<file path="config.mk">
export PLATFORM = sky130hd
export DESIGN_NAME = mpmc11_strm_read_sequencer
export DESIGN_NICKNAME = d
export VERILOG_FILES = /design/src/rtl/mpmc11_strm_read_sequencer.sv
export SDC_FILE = /design/constraint.sdc
export NUM_CORES = 1
export LEC_CHECK = 0
export CAP_MARGIN = 30
export CORE_AREA = 4 4 243 245
export DETAILED_ROUTE_END_ITERATION = 8
export DIE_AREA = 0 0 247 249
export HOLD_SLACK_MARGIN = 0.05
export SYNTH_ARGS = -nofsm -noshare
export SYNTH_HDL_FRONTEND = slang
export SYNTH_SLANG_ARGS = --single-unit
</file>
<file path="constraint.sdc">
create_clock -name clk -period 4.75 [get_ports clk]
set_input_delay 0.475 -clock clk [delete_from_list [all_inputs] [get_ports clk]]
set_output_delay 0.475 -clock clk [all_outputs]
set_load 0.05 [all_outputs]
</file>
<file path="src/rtl/mpmc11_strm_read_sequencer.sv">
// rtl/mpmc11_strm_read_sequencer.sv - issues per-strip memory reads for one stream and writes returns to the read FIFO
// Optional feature macro MPMC11_STRM_RD_WRAP_EN adds req_wrap_mask for a circular address window.
module mpmc11_strm_read_sequencer #(
   parameter int DATA_W      = 256,
   parameter int STRIP_BYTES = 32,
   parameter int MAX_OUTST   = 8,
   parameter int CNT_W       = 16
) (
   input  logic              clk,
   input  logic              rst_n,
   input  logic              req_valid,
   output logic              req_ready,
   input  logic [31:0]       req_adr,
   input  logic [CNT_W-1:0]  req_nstrips,
`ifdef MPMC11_STRM_RD_WRAP_EN
   input  logic [31:0]       req_wrap_mask,
`endif
   input  logic              abort,
   output logic              busy,
   output logic              done,
   output logic              mem_cmd_valid,
   input  logic              mem_cmd_ready,
   output logic [31:0]       mem_cmd_adr,
   input  logic              mem_rd_valid,
   input  logic [DATA_W-1:0] mem_rd_dat,
   input  logic              fifo_afull,
   output logic              wr,
   output logic [31:0]       wadr,
   output logic [DATA_W-1:0] wdat,
   output logic              last_strip
);

   typedef enum logic [1:0] {S_IDLE, S_ISSUE, S_DRAIN, S_DONE} state_t;

   localparam logic [31:0] STRIP = 32'(STRIP_BYTES);
   localparam logic [7:0]  MAX_O = 8'(MAX_OUTST);

   state_t              state_q, state_d;
   logic [31:0]         iss_adr_q, iss_adr_d, ret_adr_q, ret_adr_d;
   logic [CNT_W-1:0]    iss_left_q, iss_left_d, ret_left_q, ret_left_d;
   logic [7:0]          outst_q, outst_d;
   logic                pend_q, pend_d, aborted_q, aborted_d;
   logic                wr_q, wr_d, last_q, last_d;
   logic [31:0]         wadr_q, wadr_d;
   logic [DATA_W-1:0]   wdat_q, wdat_d;
   logic                accept, abort_now, cmd_valid, cmd_hs, rd_acc;
   logic [31:0]         win_mask;

`ifdef MPMC11_STRM_RD_WRAP_EN
   logic [31:0] mask_q, mask_d;
   assign mask_d   = accept ? req_wrap_mask : mask_q;
   assign win_mask = mask_q;
   always_ff @(posedge clk or negedge rst_n) begin
      if (!rst_n) mask_q <= '0;
      else        mask_q <= mask_d;
   end
`else
   assign win_mask = 32'hFFFF_FFFF;
`endif

   // Bits outside the mask are frozen, so the address circulates inside the window.
   function automatic logic [31:0] adv(input logic [31:0] a, input logic [31:0] m);
      return (a & ~m) | ((a + STRIP) & m);
   endfunction

   assign accept    = (state_q == S_IDLE) && req_valid;
   assign abort_now = abort && ((state_q == S_ISSUE) || (state_q == S_DRAIN));
   // A pending command stays valid regardless of afull/outstanding until the controller takes it.
   assign cmd_valid = (state_q == S_ISSUE) && !abort &&
                      (pend_q || ((iss_left_q != '0) && (outst_q < MAX_O) && !fifo_afull));
   assign cmd_hs    = cmd_valid && mem_cmd_ready;
   assign rd_acc    = mem_rd_valid && (state_q != S_IDLE) && (outst_q != 8'd0);

   always_comb begin
      state_d    = state_q;
      iss_adr_d  = iss_adr_q;
      ret_adr_d  = ret_adr_q;
      iss_left_d = iss_left_q;
      ret_left_d = ret_left_q;
      aborted_d  = aborted_q;
      pend_d     = cmd_valid && !mem_cmd_ready;
      outst_d    = outst_q + {7'b0, cmd_hs} - {7'b0, rd_acc};
      wr_d       = 1'b0;
      last_d     = 1'b0;
      wadr_d     = wadr_q;
      wdat_d     = wdat_q;

      if (cmd_hs) begin
         iss_adr_d  = adv(iss_adr_q, win_mask);
         iss_left_d = iss_left_q - CNT_W'(1);
      end

      if (rd_acc) begin
         ret_left_d = ret_left_q - CNT_W'(1);
         ret_adr_d  = adv(ret_adr_q, win_mask);
         if (!aborted_q && !abort_now) begin
            wr_d   = 1'b1;
            wadr_d = ret_adr_q;
            wdat_d = mem_rd_dat;
            last_d = (ret_left_q == CNT_W'(1));
         end
      end

      case (state_q)
         S_IDLE: begin
            if (accept) begin
               iss_adr_d  = req_adr;
               ret_adr_d  = req_adr;
               iss_left_d = req_nstrips;
               ret_left_d = req_nstrips;
               aborted_d  = 1'b0;
               state_d    = (req_nstrips == '0) ? S_DONE : S_ISSUE;
            end
         end
         S_ISSUE: if (iss_left_d == '0) state_d = S_DRAIN;
         S_DRAIN: if (ret_left_q == '0) state_d = aborted_q ? S_IDLE : S_DONE;
         default: state_d = S_IDLE;
      endcase

      // Aborted streams keep counting the reads still in flight so they can be swallowed.
      if (abort_now) begin
         state_d    = S_DRAIN;
         iss_left_d = '0;
         ret_left_d = CNT_W'(outst_q - {7'b0, rd_acc});
         aborted_d  = 1'b1;
      end
   end

   always_ff @(posedge clk or negedge rst_n) begin
      if (!rst_n) begin
         state_q    <= S_IDLE;
         iss_adr_q  <= '0;
         ret_adr_q  <= '0;
         iss_left_q <= '0;
         ret_left_q <= '0;
         outst_q    <= '0;
         pend_q     <= 1'b0;
         aborted_q  <= 1'b0;
         wr_q       <= 1'b0;
         last_q     <= 1'b0;
         wadr_q     <= '0;
         wdat_q     <= '0;
      end else begin
         state_q    <= state_d;
         iss_adr_q  <= iss_adr_d;
         ret_adr_q  <= ret_adr_d;
         iss_left_q <= iss_left_d;
         ret_left_q <= ret_left_d;
         outst_q    <= outst_d;
         pend_q     <= pend_d;
         aborted_q  <= aborted_d;
         wr_q       <= wr_d;
         last_q     <= last_d;
         wadr_q     <= wadr_d;
         wdat_q     <= wdat_d;
      end
   end

   assign req_ready     = (state_q == S_IDLE);
   assign busy          = (state_q != S_IDLE);
   assign done          = (state_q == S_DONE);
   assign mem_cmd_valid = cmd_valid;
   assign mem_cmd_adr   = iss_adr_q;
   assign wr            = wr_q;
   assign wadr          = wadr_q;
   assign wdat          = wdat_q;
   assign last_strip    = last_q;

endmodule
</file>
[Word level (Yosys, flattened, before mapping)]
Index checks and enable logic that the tools add are counted.
Widths: inputs -> output; s select.
Storage, ports and cells
  flip-flop bits (word level): 398
  word-level logic and storage cells: 85
Cells by class
  add/sub/neg operators: 7
  order comparisons: 1
  eq/ne operators: 7
  mux-type cells: 28
  reductions and logical operators: 30
Operators with widths (number)
  $mux 32: 6
  $mux 16: 8
  $add 32x6->32 const B: 2
  $logic_not 16->1: 3
  $sub 16x1->16 const B: 2
  $eq 16x1->1 const B: 1
  $reduce_bool 16->1: 1
  $mux 2: 6
  $logic_and 1x1->1: 11
  $sub 8x1->9: 1
  $add 8x1->8: 1
  $lt 8x4->1 const B: 1
  $reduce_bool 8->1: 1
  $sub 8x1->8: 1
  $mux 1: 7
  $ne 3x2->1 const B: 2
  $pmux 2 s3: 1
  $reduce_bool 2->1: 3
  $logic_not 1->1: 5
  $eq 2x2->1 const B: 2
  $reduce_and 2->1: 2
  $ne 3x1->1 const B: 1
  $reduce_and 3->1: 1
  $eq 2x1->1 const B: 1
  2 further kinds: 3

[Depth between registers and ports, before layout]
  depth in word-level cells: 11
  gate-level depth with buffers: 19
  depth with buffers taken out: 18

[Worst setup path before layout]
No wires, ideal clock.
  path type: register to register
  start point: register iss_left_q[0]
  end point: register outst_q[6]
  setup time: 122 ps
  arrival: 3340 ps
  slack: 1288 ps
  stages on the path, launching flop included: 20
  path buffers: 1
  clock period less this slack: 3462 ps
  cells stage by stage: dfrtp_1 -> inv_1 -> ha_1 -> nor4b_2 -> and3_1 -> a211oi_2 -> clkbuf_1 -> inv_1 -> ha_1 -> inv_1 -> ha_1 -> inv_1 -> fa_1 -> o21bai_1 -> a21oi_1 -> nor2_1 -> nor2_1 -> nor2_1 -> nor2_1 -> xnor2_1
Between the ends
  word-level cells in the longest chain between the ends: 8
RTL lines
  start: declaration: RTL line 40  | logic [CNT_W-1:0] iss_left_q, iss_left_d, ret_left_q, ret_left_d;
  start signal: assignment: RTL line 147  | iss_left_q <= iss_left_d;
  $reduce_bool 16->1: RTL line 70  | (pend_q || ((iss_left_q != '0) && (outst_q < MAX_O) && !fifo_afull));
  $logic_and 1x1->1 (2 in a row): RTL line 70
  $logic_or 1x1->1: RTL line 70
  $logic_and 1x1->1: RTL line 69  | assign cmd_valid = (state_q == S_ISSUE) && !abort &&
  $logic_and 1x1->1: RTL line 71  | assign cmd_hs = cmd_valid && mem_cmd_ready;
  $add 8x1->8: RTL line 82  | outst_d = outst_q + {7'b0, cmd_hs} - {7'b0, rd_acc};
  $sub 8x1->8: RTL line 82
  named net outst_d[6]: RTL line 41  | logic [7:0] outst_q, outst_d;
  end signal: assignment: RTL line 149  | outst_q <= outst_d;
  end: declaration: RTL line 41
The timed path passes the listed nets, and every way through them passes these cells.
A chain may end at the register's enable or synchronous reset.

[Worst setup path after layout]
  start point: register iss_left_q[0]
  end point: output mem_cmd_valid
Between the ends
  word-level cells in the longest chain between the ends: 5
RTL lines
  $reduce_bool 16->1: RTL line 70
  $logic_and 1x1->1 (2 in a row): RTL line 70
  $logic_or 1x1->1: RTL line 70
  $logic_and 1x1->1: RTL line 69
  end: declaration: RTL line 21  | output logic mem_cmd_valid,
No other way between the ends.

==> results.sh <==
export IMPL_status="complete, no violations"
export IMPL_drtPass1Iterations=5
export IMPL_hold_viol_final=0
export IMPL_yosys_area_share_simple_pct=27.1
export IMPL_core_um2=57100
export IMPL_worstSetupEndpointType="output port"
export IMPL_vdd_drop_max_uv=427
export IMPL_rsz0062_at_grt="no"
export IMPL_p_leak_nw=11.8
export IMPL_synthXorXnorAreaFrac_pct=4.75
export IMPL_cp_start_kind="flip-flop"
export IMPL_vias=15100
export IMPL_cp_required_ns=4.28
export IMPL_synthAdderAreaFrac_pct=2.06
export IMPL_clock_sinks=393
export IMPL_hold_class="input port to flip-flop"
export IMPL_grt_pass1_vias=15200
export IMPL_hold_buffers=1
export IMPL_cts_htree_levels=2
export IMPL_crit_type="flip-flop to output port"
export IMPL_yosysWarnings=0
export IMPL_ant_nets=0
export IMPL_numPortBuffers=636
export IMPL_first_iter_violations=915
export IMPL_synth_compound_area_share_pct=4.62
export IMPL_clock_skew_ns=0.0180
export IMPL_dieArea_um2=61500
export IMPL_gp_congestion=0.892
export IMPL_grt_pass1_wl_um=95800
export IMPL_clk_pin_slew_worst_paths_ns=0.06
export IMPL_root_buffer="clkbuf_16"
export IMPL_top_level_ports=637
export IMPL_seqPwrFrac_pct=29.1
export IMPL_pwr_share_clk_pct=16.7
export IMPL_synth_ff_type="dfrtp_1"
export IMPL_relSlewSlack_pct=40.7
export IMPL_internal_power_w=0.0105
export IMPL_yosys_top_cells_count="nand2_1, dfrtp_1, nor2_1, clkbuf_1, a21oi_1"
export IMPL_setup_viol=0
export IMPL_final_max_slew_viol_count=0
export IMPL_worst_pin_slew_ns=0.890
export IMPL_timing_final_crit_share_pct=76.7
export IMPL_drc=0
export IMPL_die_h_um=249
export IMPL_power_switching_w=0.0101
export IMPL_p_comb_share_pct=54.2
export IMPL_wirelength_um=64600
export IMPL_numCtsBuffers=47
export IMPL_max_freq_ghz=0.274
export IMPL_ys_seq_elements=393
export IMPL_seq_area_frac_synth_pct=58.6
export IMPL_max_cap_violations=0
export IMPL_syn_area_um2=16800
export IMPL_drive_above_1_share_pct=4.02
export IMPL_crit_fanout=12
export IMPL_clockBufferDepth=3
export IMPL_grt_antenna_before_repair=13
export IMPL_synth_area_mux_share_pct=0.119
export IMPL_dieWidth_um=247
export IMPL_finalCriticalPeriod_ns=3.64
export IMPL_synth_edf_count=0
export IMPL_synthTopCellsByArea="dfrtp_1, nand2_1, xnor2_1, xor2_1, a21oi_1"
export IMPL_grt_ovfl_total=0
export IMPL_tritoncts="done"
export IMPL_area_growth_pct=51.7
export IMPL_start_util_pct=29.3
export IMPL_synth_distinct_cells=58
export IMPL_p_sw_share_pct=49.1
export IMPL_grt_start_max_net_pins=171
export IMPL_yosysMostFrequentCell="nand2_1"
export IMPL_yosys_area_top_type_share_pct=58.6
export IMPL_routedWlPerCell_um=19.5
export IMPL_tns_ns=0
export IMPL_grtUsageTotal_pct=20.3
export IMPL_synth_top_family_by_area="simple AND/OR/NAND/NOR gates"
export IMPL_post_cts_resize_count=0
export IMPL_final_nets=2844
export IMPL_async_reset_ff_share_pct=100
export IMPL_whs_ns=0.436
export IMPL_clk_latency_ns=0.57
export IMPL_num_rows=88
export IMPL_synth_avg_cell_area_um2=8.87
export IMPL_arrival_ns=3.17
export IMPL_post_cts_buffers=0
export IMPL_viasPerCell=4.55
export IMPL_synth_top_cell_by_area="dfrtp_1"
export IMPL_synthesis_nets=2229
export IMPL_p_per_area_nw_per_um2=810
export IMPL_dp_final_hpwl_um=48700
export IMPL_synthCells=1891
-- critical path, cell delays in order, from the launching register on --
cell and delay (ns):
dfrtp_1 0.43, inv_1 0.11, ha_1 0.25, nor4b_2 0.31, and3_1 0.27, a21o_1 0.39
inv_2 0.09, clkdlybuf4s50_1 0.75
-- registers in the layout (all words and copies together), names as in the netlist --
name         cells
wdat           256
wadr            32
ret_adr_q       31
mem_cmd_adr     28
iss_left_q      16
ret_left_q      16
outst_q          8
state_q          2
aborted_q        1
last_strip       1
pend_q           1
wr               1
-- kinds of logic (layout without fill, tap and decap cells) --
| group | count (synthesis) | count (layout) |
|---|---|---|
| AND/OR/NAND/NOR | 1129 | 1129 |
| multiplexers | 2 | 2 |
| flip-flops | 393 | 393 |
| adder cells (fa/ha/maj) | 27 | 27 |
| other | 0 | 5 |
| buffers and inverters | 117 | 764 |
| AO/OA/AOI/OAI | 132 | 132 |
| XOR/XNOR | 91 | 91 |
-- per-layer routing --
metal  share of wire [%]  wire length, um  up-vias  track usage [%]
met4                 4.3             2790        8             8.32
met1                  40            25700     7218             24.4
li1                    -                -     7221                -
met3                 7.8             5020      123             6.36
met2                  48            31000      485             33.6
met5               0.064               41        -                0
-- power by group through the flow --
stage          clock [W]  sequential, W  combinational (W)
2_1_floorplan          0         0.0101            0.00295
3_3_place_gp           0        0.00596             0.0111
3_5_place_dp           0        0.00602             0.0112
4_1_cts          0.00356        0.00598             0.0113
5_1_grt          0.00369        0.00620             0.0118
6_report         0.00344        0.00599             0.0112
-- placed cells by master, fill, tap and decap left out, types with 3 or more instances in the layout --
cell type,count
nand2_1,926
clkdlybuf4s50_1,635
dfrtp_1,393
nor2_1,88
a21oi_1,71
xnor2_1,47
clkbuf_16,47
xor2_1,44
nand3_1,32
inv_1,26
o21ai_0,26
ha_1,26
nor3_1,14
nand4_1,14
and3_1,13
clkbuf_1,13
buf_4,12
nor4_1,10
clkbuf_8,9
a211oi_1,8
diode_2,5
clkinv_2,5
buf_12,5
a31oi_1,4
nor2b_1,4
or4_1,4
o211ai_1,4
inv_6,4
o21bai_1,3
-- stage by stage --
step / instance area [um^2] / utilization, % / instances / setup WS [ns] / power (W)
floorplan: 16800 / - / 1891 / 1.29 / 0.0130
global placement: 24000 / 41.9 / 3221 / 1.06 / 0.0171
finish: 25400 / 44.5 / 3308 / 1.11 / 0.0206
global route: 25400 / 44.5 / 3306 / 0.905 / 0.0217
CTS: 25400 / 44.5 / 3303 / 1.07 / 0.0208
detailed placement: 24000 / 41.9 / 3221 / 1.10 / 0.0173
-- path summary, 6_finish.rpt --
check,start,to,slack (ns),depth (start not counted)
worst max-delay path,iss_left_q[0]$_DFF_PN0_,mem_cmd_valid,1.11,7
worst max register to register,iss_left_q[0]$_DFF_PN0_,outst_q[6]$_DFF_PN0_,1.36,19
min in group asynchronous,rst_n,wdat[111]$_DFFE_PN0P_,0.56,2
worst min-delay path,mem_rd_dat[157],wdat[157]$_DFFE_PN0P_,0.44,3
max in group asynchronous,rst_n,outst_q[2]$_DFF_PN0_,3.08,3
worst min register to register,wdat[121]$_DFFE_PN0P_,wdat[121]$_DFFE_PN0P_,0.47,2
-- layout make-up --
class | count | area [um^2]
antenna | 5 | 12.5
sequential | 393 | 9830
clock inverter | 12 | 105
fill | 5520 | 31700
multi-input combinational | 1381 | 6490
inverter | 29 | 116
clock buffer | 69 | 1350
tap | 765 | 957
timing repair buffer | 654 | 6570
Note: power is estimated with default switching activity, not from simulation.
